### config.mk
export PLATFORM = sky130hd
export DESIGN_NAME = lsu_mem_ctrl
export DESIGN_NICKNAME = d
export VERILOG_FILES = /design/src/rtl/lsu_mem_ctrl.sv
export SDC_FILE = /design/constraint.sdc
export NUM_CORES = 1
export LEC_CHECK = 0
export CAP_MARGIN = 30
export CORE_ASPECT_RATIO = 1.1
export CORE_MARGIN = 8
export CORE_UTILIZATION = 30
export DETAILED_ROUTE_END_ITERATION = 16
export SLEW_MARGIN = 15
export SYNTH_ARGS = -nofsm -noshare
export SYNTH_HDL_FRONTEND = slang
export SYNTH_SLANG_ARGS = --single-unit
### constraint.sdc
create_clock -name i_clk -period 4.35 [get_ports i_clk]
set_input_delay 0.87 -clock i_clk [delete_from_list [all_inputs] [get_ports i_clk]]
set_output_delay 0.87 -clock i_clk [all_outputs]
set_load 0.1 [all_outputs]
### src/rtl/lsu_mem_ctrl.sv
// lsu_mem_ctrl: RV32I load/store unit bus responder.
// Accepts one load/store from the execute stage and checks it for illegal or
// misaligned access. It then runs a req/ack transaction on the data bus with
// a word address and byte mask, and returns extended load data with a
// one-cycle o_done pulse. The pipeline is stalled until o_done.
module lsu_mem_ctrl #(
    parameter int unsigned ADDR_W  = 32,
    parameter int unsigned TIMEOUT = 16
) (
    input  logic              i_clk,
    input  logic              i_reset,
    input  logic              i_req_vld,
    input  logic              i_mem_rw,
    input  logic [2:0]        i_type_access,
    input  logic [ADDR_W-1:0] i_addr,
    input  logic [31:0]       i_st_data,
    output logic              o_bus_req,
    output logic              o_bus_we,
    output logic [ADDR_W-1:0] o_bus_addr,
    output logic [3:0]        o_bus_bmask,
    output logic [31:0]       o_bus_wdata,
    input  logic              i_bus_ack,
    input  logic [31:0]       i_bus_rdata,
    output logic [31:0]       o_ld_data,
    output logic              o_done,
    output logic              o_err,
    output logic              o_stall
);

    localparam int unsigned CNT_W = $clog2(TIMEOUT);

    typedef enum logic [1:0] {
        ST_IDLE = 2'd0,
        ST_BUS  = 2'd1,
        ST_RESP = 2'd2
    } state_t;

    state_t              r_state;
    state_t              w_state_nxt;

    logic                r_rw;
    logic [2:0]          r_type;
    logic [1:0]          r_off;
    logic [ADDR_W-1:0]   r_bus_addr;
    logic [3:0]          r_bmask;
    logic [31:0]         r_wdata;
    logic [CNT_W-1:0]    r_cnt;
    logic [31:0]         r_ld_data;
    logic                r_done;
    logic                r_err;

    logic                w_legal;
    logic                w_aligned;
    logic [3:0]          w_bmask;
    logic [31:0]         w_wdata;
    logic [7:0]          w_byte;
    logic [15:0]         w_half;
    logic [31:0]         w_ext;
    logic                w_accept;
    logic                w_resp_ok;
    logic                w_resp_err;

    // Decode legality, alignment, byte mask and lane-replicated store data of the incoming request
    always_comb begin
        w_legal   = 1'b0;
        w_aligned = 1'b1;
        w_bmask   = 4'b1111;
        w_wdata   = i_st_data;
        case (i_type_access)
            3'b000, 3'b001, 3'b010: w_legal = 1'b1;
            3'b100, 3'b101:         w_legal = ~i_mem_rw;
            default:                w_legal = 1'b0;
        endcase
        case (i_type_access[1:0])
            2'b00: begin
                w_bmask = 4'b0001 << i_addr[1:0];
                w_wdata = {4{i_st_data[7:0]}};
            end
            2'b01: begin
                w_aligned = ~i_addr[0];
                w_bmask   = 4'b0011 << {i_addr[1], 1'b0};
                w_wdata   = {2{i_st_data[15:0]}};
            end
            2'b10: begin
                w_aligned = (i_addr[1:0] == 2'b00);
            end
            default: begin
                w_aligned = 1'b1;
            end
        endcase
    end

    // Extract and extend the addressed lane of the returned bus word
    always_comb begin
        case (r_off)
            2'd0:    w_byte = i_bus_rdata[7:0];
            2'd1:    w_byte = i_bus_rdata[15:8];
            2'd2:    w_byte = i_bus_rdata[23:16];
            default: w_byte = i_bus_rdata[31:24];
        endcase
        w_half = r_off[1] ? i_bus_rdata[31:16] : i_bus_rdata[15:0];
        case (r_type)
            3'b000:  w_ext = {{24{w_byte[7]}}, w_byte};
            3'b100:  w_ext = {24'd0, w_byte};
            3'b001:  w_ext = {{16{w_half[15]}}, w_half};
            3'b101:  w_ext = {16'd0, w_half};
            default: w_ext = i_bus_rdata;
        endcase
    end

    // Next-state logic and transaction events
    always_comb begin
        w_state_nxt = r_state;
        w_accept    = 1'b0;
        w_resp_ok   = 1'b0;
        w_resp_err  = 1'b0;
        case (r_state)
            ST_IDLE: begin
                if (i_req_vld && !r_done) begin
                    w_accept = 1'b1;
                    if (w_legal && w_aligned) begin
                        w_state_nxt = ST_BUS;
                    end else begin
                        w_state_nxt = ST_RESP;
                        w_resp_err  = 1'b1;
                    end
                end
            end
            ST_BUS: begin
                if (i_bus_ack) begin
                    w_state_nxt = ST_RESP;
                    w_resp_ok   = 1'b1;
                end else if (r_cnt == CNT_W'(TIMEOUT - 1)) begin
                    w_state_nxt = ST_RESP;
                    w_resp_err  = 1'b1;
                end
            end
            ST_RESP: begin
                w_state_nxt = ST_IDLE;
            end
            default: begin
                w_state_nxt = ST_IDLE;
            end
        endcase
    end

    // State register; reset aborts any transaction in flight
    always_ff @(posedge i_clk or negedge i_reset) begin
        if (!i_reset) begin
            r_state <= ST_IDLE;
        end else begin
            r_state <= w_state_nxt;
        end
    end

    // Request capture, wait counter and registered response outputs
    always_ff @(posedge i_clk or negedge i_reset) begin
        if (!i_reset) begin
            r_rw       <= 1'b0;
            r_type     <= '0;
            r_off      <= '0;
            r_bus_addr <= '0;
            r_bmask    <= '0;
            r_wdata    <= '0;
            r_cnt      <= '0;
            r_ld_data  <= '0;
            r_done     <= 1'b0;
            r_err      <= 1'b0;
        end else begin
            if (w_accept) begin
                r_rw       <= i_mem_rw;
                r_type     <= i_type_access;
                r_off      <= i_addr[1:0];
                r_bus_addr <= {i_addr[ADDR_W-1:2], 2'b00};
                r_bmask    <= w_bmask;
                r_wdata    <= w_wdata;
                r_cnt      <= '0;
            end else if (r_state == ST_BUS && !i_bus_ack) begin
                r_cnt <= r_cnt + CNT_W'(1);
            end
            r_done <= w_resp_ok | w_resp_err;
            r_err  <= w_resp_err;
            if (w_resp_ok) begin
                r_ld_data <= r_rw ? '0 : w_ext;
            end else if (w_resp_err) begin
                r_ld_data <= '0;
            end
        end
    end

    assign o_bus_req   = (r_state == ST_BUS);
    assign o_bus_we    = o_bus_req & r_rw;
    assign o_bus_addr  = r_bus_addr;
    assign o_bus_bmask = r_bmask;
    assign o_bus_wdata = r_wdata;
    assign o_ld_data   = r_ld_data;
    assign o_done      = r_done;
    assign o_err       = r_err;
    assign o_stall     = i_req_vld & ~r_done;

endmodule

; After elaboration in Yosys (flattened, before gate mapping)
; Index checks and enable logic that the tools add are counted.
[op_classes]
muxes = 26
addsub = 1
reduce_logical = 16
bitwise_logic = 6
eq_ne = 15
shifts = 2
[op_table]
columns = operator, count
row1 = $pmux W32 S4, 1
row2 = $mux W32, 3
row3 = $pmux W32 S2, 1
row4 = $pmux W8 S3, 1
row5 = $mux W16, 1
row6 = $eq A3 B3 Y1 const B, 4
row7 = $logic_not A2 Y1, 4
row8 = $mux W1, 8
row9 = $mux W2, 4
row10 = $mux W4, 2
row11 = $pmux W4 S2, 1
row12 = $eq A2 B1 Y1 const B, 3
row13 = $eq A3 B1 Y1 const B, 2
row14 = $logic_not A3 Y1, 2
row15 = $pmux W1 S2, 3
row16 = $add A4 B1 Y4 const B, 1
row17 = $eq A2 B2 Y1 const B, 2
row18 = $eq A4 B4 Y1 const B, 1
row19 = $pmux W2 S2, 1
row20 = $reduce_bool A2 Y1, 2
row21 = $shl A1 B2 Y4 const A, 1
row22 = $shl A2 B2 Y4 const A, 1
row23 = $eq A3 B2 Y1 const B, 1
row24 = $logic_and A1 B1 Y1, 3
row25 = other kinds (9), 13
[totals]
ff_bits = 112
in_bits = 104
wordCells = 77

; Logic depth before layout (Yosys ltp)
; Gate-level depths: netlist (run 1).
[logic_depth]
ltp_word = 9
depth_mapped = 9
depth_no_buf = 6

; Worst setup path before layout (run 1)
; OpenSTA, ideal clock, no wires.
[synth_path]
path_kind = register to output
from = register r_state[0]
to = output o_bus_we
arrival_time_ps = 2767
path_slack_ps = 713
path_stages_with_launch = 3
path_buffers = 0
cell_sequence = dfrtp_1 -> nor2b_1 -> and2_1
[synth_via]
elab_chain_len = 2
[synth_lines]
columns = item, line
row1 = "start, declared", 38  ; state_t r_state;
row2 = "start signal, assigned", 152  ; r_state <= w_state_nxt;
row3 = $eq A2 B1 Y1, 191  ; assign o_bus_req = (r_state == ST_BUS);
row4 = named net o_bus_req, 17  ; output logic o_bus_req,
row5 = $and A1 B1 Y1, 192  ; assign o_bus_we = o_bus_req & r_rw;
row6 = "end, declared", 18  ; output logic o_bus_we,
; The timed path passes the listed nets, and every way through them passes these cells.

; Final worst setup path (run 1)
[layout_path]
from = register r_state[0]
to = output o_bus_we
[layout_via]
elab_chain_len = 2
[layout_lines]
columns = item, line
row1 = $eq A2 B1 Y1, 191
row2 = $and A1 B1 Y1, 192
; No other way between the ends.

==> impl_metrics.tcl, run 1 <==
set metrics [dict create \
    status "completed" \
    maxSlewHeadroom 0.3053 \
    fillCellCount 1616 \
    gp_congestion 0.8518 \
    grt_pass1_wl_um 27430 \
    clock_path_buffers 2 \
    grt_use_total 0.1603 \
    synth-compound-area-share 0.1592 \
    portBuffers 206 \
    min_period_ns 3.253 \
    synth_xor_area_frac 0.005051 \
    htree_levels 3 \
    io_pins 209 \
    n_antenna_cell 0 \
    fin_nets 798 \
    drive_gt1_frac 0.1194 \
    endpoint_kind "output port" \
    postSynthAreaPerCell_sq_um 10.51 \
    drv_slew 0 \
    synth-edff-count 0 \
    max_freq_mhz 307.4 \
    die_y_um 154.1 \
    synth_top_cell_area_share 0.5387 \
    cp_data_required_time_ns 3.48 \
    r2r-end "o_ld_data[20]$_DFFE_PN0P_" \
    fin_skew_ns 0.003748 \
    wirelength_um 17380 \
    area_growth_syn_to_layout_pct 51.37 \
    fin_util 0.4628 \
    yosysWarnings 0 \
    drt_first_pass_iters 4 \
    grt_max_degree 49 \
    r2r_slack_ns 1.92 \
    yosysSeqAreaShare 0.5387 \
    antenna_found_initial 0 \
    ant_nets 0 \
    synth_seq_cells 112 \
    numCtsBuffers 9 \
    cp_max_fo 6 \
    ctsHoldBuffers 0 \
    chipWidth_um 141.6 \
    synth.area.top_cells "dfrtp_1 54%, mux2_2 9.3%, o22ai_1 3.7%, nor2_1 3.7%, a21oi_1 3.4%" \
    post-dp-hpwl_um 13250 \
    rsz0062_at_grt "false" \
    wl_per_cell_um 18.71 \
    yosys.area_share.simple 0.1308 \
    placementRows 50 \
    synth.most_common_cell "dfrtp_1" \
    synth_top_family_by_area "compound AO/OA/AOI/OAI gates" \
    grt_overflow 0 \
    drc_errors 0 \
    dieArea_sq_mm 0.02182 \
    ff2ff_path_depth 4 \
    synth_common_cells "112 x dfrtp_1, 51 x nor2_1, 43 x mux2_2" \
    synth_ff_type "dfrtp_1" \
    grt_pass1_vias 4963 \
    syn_inst 495 \
    path_class "flip-flop to output port" \
    via_count 4636 \
    ys_types 45 \
    hold_class "input pin to async pin" \
    post_cts_buffers 0 \
    synthAdderAreaFrac 0.009620 \
    viasPerCell 4.990 \
    clk_latency_ns 0.35 \
    ctsResizeCount 0 \
    async_flop_share 1.000 \
    coreArea_sq_mm 0.01702 \
    syn-cell-area_sq_mm 0.005202 \
    dr.first_iter.drc_count 199 \
    post-synth-top-area-cell "dfrtp_1" \
    clkTransAtPathRegs_ns 0.07 \
    cts_tree "built" \
    clock-root-buffer "clkbuf_16" \
    period_share 0.7478 \
    synth_mux_area_frac 0.1142 \
    cp.arrival_ns 2.38 \
    reg2reg_from "r_type[1]$_DFFE_PN0P_" \
    tightestPinTransition_ns 1.039 \
    setup_viol 0 \
    hold_viol_final 0 \
    seq_area_sq_mm 0.002803 \
    crit_path_start_kind "flip-flop" \
    max-cap-violations 0 \
    initial_core_util 0.3057 \
    multi_input_area_sq_mm 0.002187 \
    clkSinkCount 112 \
    finalSetupTns_ns 0 \
]
-- cells by family (layout without fill, tap and decap cells) --
group                    count (synthesis)  after routing
other                                    1              2
XOR/XNOR                                 3              3
buffers and inverters                   49            248
adder cells (fa/ha/maj)                  4              4
multiplexers                            54             54
AO/OA/AOI/OAI                          134            134
AND/OR/NAND/NOR                        138            138
flip-flops                             112            112
-- worst max path at each step --
stage | start | slack (ns) | endpoint
after global placement | i_type_access[0] | 1.21 | o_bus_wdata[19]$_DFFE_PN0P_
after global routing | r_state[0]$_DFFE_PN0P_ | 0.96 | o_bus_we
after floorplan | r_state[0]$_DFFE_PN0P_ | 0.71 | o_bus_we
final | r_state[0]$_DFFE_PN0P_ | 1.10 | o_bus_we
after detailed placement | i_type_access[0] | 1.06 | o_bus_wdata[21]$_DFFE_PN0P_
after CTS | r_state[0]$_DFFE_PN0P_ | 1.07 | o_bus_we
-- cell type report --
cell class / instances / share of cell area
inverters: 12 / 0.005720
clock buffers: 11 / 0.03082
well taps: 234 / 0.03718
repair buffers: 220 / 0.2847
flip-flops and latches: 112 / 0.3559
multi-input cells: 335 / 0.2777
clock inverters: 5 / 0.007944
-- metal layers --
layer,up-vias,wire length (um),GRT usage
met5,-,0,0
met4,0,397,0.06349
met3,22,1549,0.05358
met2,197,8135,0.2590
met1,2250,7297,0.1926
li1,2167,-,-
-- worst max-delay path: stages, from the launching register on --
cell and delay [ns]:
dfrtp_1 0.49, nor2b_1 0.22, and2_1 0.16, clkdlybuf4s50_1 1.16
-- metrics by stage --
stage / cell area [sq um] / std cells / setup WS [ns] / hold WS [ns]
floorplan: 5206 / 496 / 0.7135 / 0.5129
global placement: 7460 / 909 / 1.206 / 0.4875
detailed placement: 7515 / 911 / 1.060 / 0.4943
CTS: 7820 / 927 / 1.067 / 0.4812
global route: 7875 / 929 / 0.9645 / 0.5031
finish: 7875 / 929 / 1.097 / 0.4812
-- flip-flops by register name (all words and copies together) (netlist names) --
register	flops
r_cnt	4
r_rw	1
r_type	3
r_off	2
o_done	1
o_bus_addr	30
o_ld_data	32
o_bus_wdata	32
o_err	1
r_state	2
o_bus_bmask	4
-- placed cells by master, fill, tap and decap left out, drive strengths merged, types with 3 or more instances in the layout --
cell type      count
a21oi             35
a22oi             16
a31oi             11
buf               16
clkbuf            11
clkdlybuf4s50    204
dfrtp            112
ha                 4
inv               13
mux2              43
mux2i             11
nand2             23
nand2b             4
nand3             33
nand3b             3
nor2              52
nor2b              3
nor3b              8
o21a               8
o21ai             25
o22ai             31
or3                7
Power of run 1 is left out: the tool's default activity adds up to more than one toggle a clock period on the data nets, which glitch-free logic cannot reach.
==> inputs of run 2 (changes only) <==
Clock period 4.35 ns to 2.8 ns, I/O delays scaled along.
==> impl_metrics.tcl, run 2 (synthesis results as in run 1) <==
set metrics [dict create \
    ctsResizeCount 0 \
    wirelength_um 17730 \
    grt_overflow 0 \
    r2r-end "o_ld_data[4]$_DFFE_PN0P_" \
    io_pins 209 \
    seq_area_sq_mm 0.002803 \
    crit_start "i_type_access[1]" \
    ctsHoldBuffers 0 \
    mostFrequentLayoutCells "117 x buf_4, 112 x dfrtp_1, 102 x clkdlybuf4s50_1" \
    layout_commonest_cell "buf_4" \
    fillCellCount 1691 \
    drt_first_pass_iters 5 \
    placementRows 50 \
    period_share 0.7745 \
    clkSinkCount 112 \
    grt_pass1_vias 4926 \
    endpoint_kind "flip-flop" \
    gp_congestion 0.8834 \
    grt_max_degree 64 \
    ff2ff_path_depth 4 \
    rsz0062_at_grt "false" \
    crit_end "o_ld_data[10]$_DFFE_PN0P_" \
    viasPerCell 5.056 \
    drv_slew 0 \
    crit_family "buffers and inverters" \
    cp_data_required_time_ns 3.06 \
    n_antenna_cell 0 \
    post-dp-hpwl_um 13310 \
    post_cts_buffers 0 \
    htree_levels 3 \
    grt_pass1_wl_um 27480 \
    cp.depth 8 \
    coreArea_sq_mm 0.01702 \
    crit_path_start_kind "input pin" \
    chipWidth_um 141.6 \
    max_freq_mhz 461.1 \
    hold_class "input pin to async pin" \
    drive_gt1_frac 0.2722 \
    grt_use_total 0.1591 \
    clkTransAtPathRegs_ns 0.08 \
    cpMaxStageDelayCell "clkdlybuf4s50_1" \
    initial_core_util 0.3057 \
    area_growth_syn_to_layout_pct 46.49 \
    reg2reg_from "r_off[1]$_DFFE_PN0P_" \
    ant_nets 0 \
    clock-root-buffer "clkbuf_16" \
    fin_nets 801 \
    min_period_ns 2.169 \
    path_buf_inv 4 \
    clk_latency_ns 0.36 \
    numCtsBuffers 9 \
    hold_viol_final 0 \
    tightestPinTransition_ns 0.6906 \
    fin_skew_ns 0.01185 \
    maxSlewHeadroom 0.5396 \
    path_class "input pin to flip-flop" \
    wl_per_cell_um 19.03 \
    critPathMaxStageDelay_ns 0.48 \
    dieArea_sq_mm 0.02182 \
    portBuffers 206 \
    max-cap-violations 0 \
    drc_errors 0 \
    cp_max_fo 35 \
    dr.first_iter.drc_count 276 \
    via_count 4712 \
    finalSetupTns_ns 0 \
    cp.arrival_ns 2.43 \
    r2r_slack_ns 0.66 \
    multi_input_area_sq_mm 0.002190 \
    clock_path_buffers 2 \
    die_y_um 154.1 \
    setup_viol 0 \
    cts_tree "built" \
    crit_chain "clkdlybuf4s50_1 -> buf_4 -> ha_1 -> inv_1 -> o311ai_1 -> a21boi_2 -> buf_12 -> o22ai_1" \
    status "completed" \
    antenna_found_initial 0 \
]
[run 2: cell count changes in the layout (fill, tap and decap cells not counted), sizes merged]
cell / before / now
clkdlybuf4s50: 204 / 102
clkbuf: 11 / 10
inv: 13 / 15
buf: 16 / 121
clkinvlp: 2 / 1
[run 2: layout make-up]
cell class,count,share of cell area
inverter,12,0.005910
sequential,112,0.3678
tap,234,0.03842
clock inverter,6,0.009522
multi-input combinational,335,0.2873
timing repair buffer,223,0.2597
clock buffer,10,0.03136
[run 2: worst reg2reg max path: cells and delay by family (launching register included)]
family          cells  cell delay (ns)
compound gates      2             0.47
flops               1             0.79
buf+inv             1             0.32
simple gates        1             0.43
[run 2: metrics by stage]
stage	utilization	setup slack (ns)	hold slack, ns	area [sq um]	instances
after floorplan	-	0.03466	0.2644	5209	496
after global placement	0.4296	0.3622	0.4900	7310	916
after global routing	0.4479	0.5012	0.2393	7621	932
after CTS	0.4479	0.6636	0.2199	7621	932
after detailed placement	0.4296	0.2955	0.4969	7310	916
final	0.4479	0.6314	0.2069	7621	932
[run 2: metal layers]
layer,part of all wire,global-route usage
met1,0.41,0.1909
met2,0.48,0.2611
met3,0.086,0.04955
met4,0.023,0.06093
met5,0,0
[run 2: worst min path at each step]
stage | startpoint | end | slack [ns] | cells after the start
CTS | i_reset | r_cnt[0]$_DFFE_PN0P_ | 0.22 | 1
floorplan | i_reset | o_bus_addr[10]$_DFFE_PN0P_ | 0.26 | 0
finish | i_reset | r_cnt[0]$_DFFE_PN0P_ | 0.21 | 1
global route | i_reset | o_bus_addr[19]$_DFFE_PN0P_ | 0.24 | 1
detailed placement | o_bus_addr[4]$_DFFE_PN0P_ | o_bus_addr[4]$_DFFE_PN0P_ | 0.50 | 1
global placement | o_bus_addr[4]$_DFFE_PN0P_ | o_bus_addr[4]$_DFFE_PN0P_ | 0.49 | 1
Power of run 2 is left out for the same reason.
